[src/rtl/fft_loader.sv]
// fft_loader: captures one 512-sample real frame into FFT RAM 0, then sequences start/done with the FFT controller.
// Write lands 1 cycle after accept, start 2 cycles after the last accept; sample_ready is high only while loading.
module fft_loader #(
  parameter int N_POINTS = 512,
  parameter int SAMPLE_W = 16
) (
  input  logic                         clk,
  input  logic                         reset_n,
  input  logic                         arm,
  input  logic                         abort,
  input  logic                         sample_valid,
  input  logic [SAMPLE_W-1:0]          sample_data,
  output logic                         sample_ready,
  input  logic                         fft_processing,
  input  logic                         fft_done,
  output logic                         fft_reset,
  output logic                         load,
  output logic [$clog2(N_POINTS)-1:0]  load_address,
  output logic [2*SAMPLE_W-1:0]        load_data,
  output logic                         start,
  output logic                         frame_done,
  output logic [7:0]                   frame_count,
  output logic                         overrun,
  input  logic                         overrun_clr
);

  localparam int AW = $clog2(N_POINTS);

  typedef enum logic [2:0] {
    S_IDLE, S_CLEAR, S_LOAD, S_START, S_WAIT_DONE
  } state_e;

  state_e                  state_q, state_d;
  logic [AW-1:0]           count_q, count_d;
  logic                    load_q, load_d;
  logic [AW-1:0]           load_address_q, load_address_d;
  logic [2*SAMPLE_W-1:0]   load_data_q, load_data_d;
  logic                    start_q, start_d;
  logic                    frame_done_q, frame_done_d;
  logic [7:0]              frame_count_q, frame_count_d;
  logic                    overrun_q, overrun_d;
  logic                    seen_proc_q, seen_proc_d;
  logic                    accept;
  logic                    last_accept;
  logic                    done_ok;

  assign accept      = sample_valid & sample_ready;
  assign last_accept = accept & (count_q == AW'(N_POINTS - 1));
  // A done flag only counts once this frame's processing has been observed.
  assign done_ok     = fft_done & seen_proc_q;

  always_ff @(posedge clk or negedge reset_n) begin
    if (!reset_n) begin
      state_q <= S_IDLE;
    end else begin
      state_q <= state_d;
    end
  end

  always_comb begin
    state_d = state_q;
    if (abort) begin
      state_d = S_IDLE;
    end else begin
      case (state_q)
        S_IDLE:      if (arm) state_d = S_CLEAR;
        S_CLEAR:     state_d = S_LOAD;
        S_LOAD:      if (last_accept) state_d = S_START;
        S_START:     state_d = S_WAIT_DONE;
        S_WAIT_DONE: if (done_ok) state_d = S_IDLE;
        default:     state_d = S_IDLE;
      endcase
    end
  end

  always_comb begin
    sample_ready   = (state_q == S_LOAD);
    fft_reset      = (state_q == S_CLEAR);
    count_d        = count_q;
    load_d         = 1'b0;
    load_address_d = load_address_q;
    load_data_d    = load_data_q;
    start_d        = 1'b0;
    frame_done_d   = 1'b0;
    frame_count_d  = frame_count_q;
    seen_proc_d    = 1'b0;
    overrun_d      = (overrun_q & ~overrun_clr) |
                     (sample_valid & (state_q inside {S_CLEAR, S_START, S_WAIT_DONE}));
    if (abort) begin
      count_d = '0;
    end else begin
      case (state_q)
        S_CLEAR: count_d = '0;
        S_LOAD: begin
          if (accept) begin
            load_d         = 1'b1;
            load_address_d = count_q;
            load_data_d    = {sample_data, {SAMPLE_W{1'b0}}};
            count_d        = count_q + 1'b1;
          end
        end
        S_START: start_d = 1'b1;
        S_WAIT_DONE: begin
          seen_proc_d = seen_proc_q | fft_processing;
          if (done_ok) begin
            frame_done_d  = 1'b1;
            frame_count_d = frame_count_q + 8'd1;
            seen_proc_d   = 1'b0;
          end
        end
        default: ;
      endcase
    end
  end

  always_ff @(posedge clk or negedge reset_n) begin
    if (!reset_n) begin
      count_q        <= '0;
      load_q         <= 1'b0;
      load_address_q <= '0;
      load_data_q    <= '0;
      start_q        <= 1'b0;
      frame_done_q   <= 1'b0;
      frame_count_q  <= 8'd0;
      overrun_q      <= 1'b0;
      seen_proc_q    <= 1'b0;
    end else begin
      count_q        <= count_d;
      load_q         <= load_d;
      load_address_q <= load_address_d;
      load_data_q    <= load_data_d;
      start_q        <= start_d;
      frame_done_q   <= frame_done_d;
      frame_count_q  <= frame_count_d;
      overrun_q      <= overrun_d;
      seen_proc_q    <= seen_proc_d;
    end
  end

  assign load         = load_q;
  assign load_address = load_address_q;
  assign load_data    = load_data_q;
  assign start        = start_q;
  assign frame_done   = frame_done_q;
  assign frame_count  = frame_count_q;
  assign overrun      = overrun_q;

endmodule

[config.mk]
export PLATFORM = sky130hd
export DESIGN_NAME = fft_loader
export DESIGN_NICKNAME = d
export VERILOG_FILES = /design/src/rtl/fft_loader.sv
export SDC_FILE = /design/constraint.sdc
export NUM_CORES = 1
export LEC_CHECK = 0
export ABC_CLOCK_PERIOD_IN_PS = 1600
export BUFFER_PORTS_ARGS = -buffer_cell sky130_fd_sc_hd__buf_2
export CORE_AREA = 2 2 69 121
export CTS_CLUSTER_SIZE = 20
export DETAILED_ROUTE_END_ITERATION = 8
export DIE_AREA = 0 0 71 123
export GPL_ROUTABILITY_DRIVEN = 0
export SYNTH_ARGS = -nofsm -noshare
export SYNTH_HDL_FRONTEND = slang
export SYNTH_SLANG_ARGS = --single-unit
[constraint.sdc]
create_clock -name clk -period 1.6 [get_ports clk]
set_input_delay 0.48 -clock clk [delete_from_list [all_inputs] [get_ports clk]]
set_output_delay 0.48 -clock clk [all_outputs]
set_load 0.02 [all_outputs]
==> results.md <==
- Outcome: complete, but fails checks
- Violated checks: negative setup slack
- Worst EP required: 1.12 ns
- Initial antenna violation count: 0
- Int Power: 2.370 mW
- Worst vdd ir: around 0.39 mV
- Pin count of the biggest net entering global routing: 51
- Crit path buf inv count: 2
- Syn Inst Count: 231
- Global Route Usage Sum: a little under an eighth
- Hpwl dp: about 3.6 mm
- Synthesized area per cell: 9.815 um^2
- Largest cells by area after synthesis: dfrtp_1, nand2_1, buf_4, xnor2_1, nand4_1
- Startpoint types: register
- PD cells: about 1100 nW/um^2
- Congestion Overflow GR: 0
- Post-synthesis async set-or-reset flop share: 100.0%
- Clk sink count: 50
- # fillers: just under 800
- Number of enable flip-flop cells after synthesis: 0
- Register area share after synthesis: a little under three fifths
- Tcrit/Tclk final: 105.8%
- Worst hold margin: approximately 0.16 ns
- Top-area cell type share of the netlist area: between 50% and 60%
- Minimum clock period: ~1.7 ns
- Crit Path Class: register to output pin
- CTS Buf Count: 5
- Worst path max stage delay: about 0.4 ns
- Capturing point of the worst reg2reg path: frame_count[1]
- Via-to-Cell Ratio: 4.450
- # IOs: between 70 and 80
- Core area: ~8000 um^2
- Fmax achieved: 0.5906 GHz
- Critical Path AT: about 1.2 ns
- Reg-to-reg startpoint: state_q[1]
- Crit. End Element: output pin
- DRT iter0 DRCs: 100
- Final setup fails: 11
- Routed len/inst: ~13 um
- P_sw: 1.063 mW
- First-pass GRT wire length: approximately 8.0 mm
- Max Transition Viols Final: 0
- Antenna Cells: 0
- RSZ-0062 raised after global routing: true
- Worst min-delay path category: input pin to asynchronous set/reset pin
- Final worst setup slack: -0.09329 ns
- Reg power frac: 45.0%
- Crit path depth: 3
- Clock share of power: 31.0%
- Storage cell area: roughly 1300 um^2
- Top_reg_cell synth: dfrtp_1
- Port Buffers: 62
- Critical path cell sequence: buf_6 > nor3b_4 > buf_6
- Max Root-Sink Buffers: 2
- Cell Area, Synth: between 2000 and 2500 um^2
- Die Footprint: a little under 9000 um^2
- Critical path fanouts, max: 4
- Area of the multi-input gates: approximately 970 um^2
- Seq cells post-synth: 50
- Crit-path slowest cell: dfrtp_1
- Crit path max-delay family: flip-flops
- Die H: approximately 120 um
- Sw Ratio: between 30 and 40%
- Reg2Reg Depth: 4
- Die width: 71 um
- Vias in the first global route: roughly 1,700
- Synth warn: 0
- Final Skew: roughly 0.0064 ns
- Via count: approximately 1,800
- FP Rows: 43
- R2r setup slk: -0.06 ns
- Post-route ant nets: 0
- CTS tree: yes
- Leak pwr: about 1.7 nW
- Top cell by count, worst path: buf_6
- Library cells used by synthesis: 43
- Routed Wire Length: around 5.2 mm
- CTS clk-pin slew, worst paths: approximately 0.070 ns
- DR pass1 iterations: 4
- Max Cap Viol: 0
- Drc violations: 0
- Total power: 3.433 mW
- Final #Nets: between 300 and 400
- Area leader, netlist: dfrtp_1
- Share of cells above drive strength 1: between 30% and 40%
- Worst-Skew Late Latency: slightly below 0.3 ns
- Initial Util: between 20 and 30%
- Root Buffer: clkbuf_16
- H-Tree Depth: 2
- Area growth syn-to-layout: 34.22%
- Final hold vios: 0
- Combinational share of power: approximately a quarter
flip-flops by register name, summed over array words and instances (netlist names):
name	cells
start	1
state_q	3
seen_proc_q	1
frame_done	1
load	1
overrun	1
count_q	9
frame_count	8
load_address	9
load_data	16
cells in the mapped netlist, types with 2 or more instances:
cell type and n:
inv_1 4, xnor2_1 8, and3_1 3, or4_1 2
nand4_1 7, nand3_1 3, mux2i_1 2, a22o_1 2
nor3b_1 2, clkbuf_1 2, buf_6 2, dfrtp_1 50
mux2_2 2, nor2b_1 4, buf_4 16, o21ai_0 5
a21oi_1 2, nand2_1 82, ha_1 3, buf_2 2
nor2_1 6
how the worst max path moves through the flow:
stage               start              to  slack, ns
2_1_floorplan       abort  frame_count[1]      -0.08
3_3_place_gp        abort  frame_count[1]      -0.12
3_5_place_dp        abort  frame_count[1]      -0.14
6_report       state_q[1]       fft_reset      -0.09
4_1_cts        state_q[1]       fft_reset      -0.09
5_1_grt        state_q[1]       fft_reset      -0.16
through the flow:
step,util (%),TNS [ns],instances,cell area [um^2],setup WS [ns]
3_3_place_gp,35.01,-0.7052,393,2731,-0.1226
5_1_grt,39.01,-1.226,409,3043,-0.1584
6_report,39.01,-0.5067,409,3043,-0.09329
2_1_floorplan,-,-0.3254,246,2336,-0.08265
4_1_cts,37.98,-0.2168,405,2963,-0.08792
3_5_place_dp,35.01,-0.9034,393,2731,-0.1363
area by class of cell:
| class | count | share of cell area [%] |
|---|---|---|
| clock inverters | 1 | 0.1645 |
| repair buffers | 88 | 17.80 |
| flip-flops and latches | 50 | 41.16 |
| clock buffers | 7 | 4.688 |
| well taps | 90 | 3.701 |
| multi-input cells | 168 | 31.87 |
| inverters | 5 | 0.6168 |
kinds of logic after synthesis:
group           Yosys count  synth area share (%)
buf+inv                  29                 8.719
mux                       4                 1.876
other cells               1                0.1654
xor+xnor                  9                 3.477
fa+ha+maj                 3                 1.656
simple gates            121                 24.95
compound gates           14                 3.974
flops                    50                 55.19
timing repair:
action,in CTS,in global routing
hold buffers,0,0
pin swaps,6,10
setup buffers,4,3
endpoints found under the setup margin,2,27
resized for setup,13,14
cloned,0,1
power by group through the flow:
stage | combinational (mW) | clock, mW | sequential (mW)
floorplan | 0.279 | 0 | 1.79
global placement | 0.775 | 0 | 1.56
detailed placement | 0.783 | 0 | 1.57
CTS | 0.829 | 1.11 | 1.55
global route | 0.906 | 1.15 | 1.56
finish | 0.824 | 1.06 | 1.55
cell usage in the layout, fill, tap and decap left out, types with 4 or more instances in the layout:
| cell | instances |
|---|---|
| nor2_1 | 6 |
| clkbuf_16 | 5 |
| buf_6 | 5 |
| xnor2_1 | 8 |
| inv_1 | 4 |
| nand4_1 | 7 |
| conb_1 | 16 |
| nand2_1 | 80 |
| dfrtp_1 | 49 |
| o21ai_0 | 4 |
| buf_4 | 22 |
| buf_2 | 60 |
layer usage:
metal	GRT usage [%]	share of wire [%]	up-vias
li1	-	-	892
met1	12.35	36	862
met2	20.21	55	51
met3	2.445	4.1	15
met4	8.844	4.2	0
met5	0	0	-
Note: power is estimated with default switching activity, not from simulation.
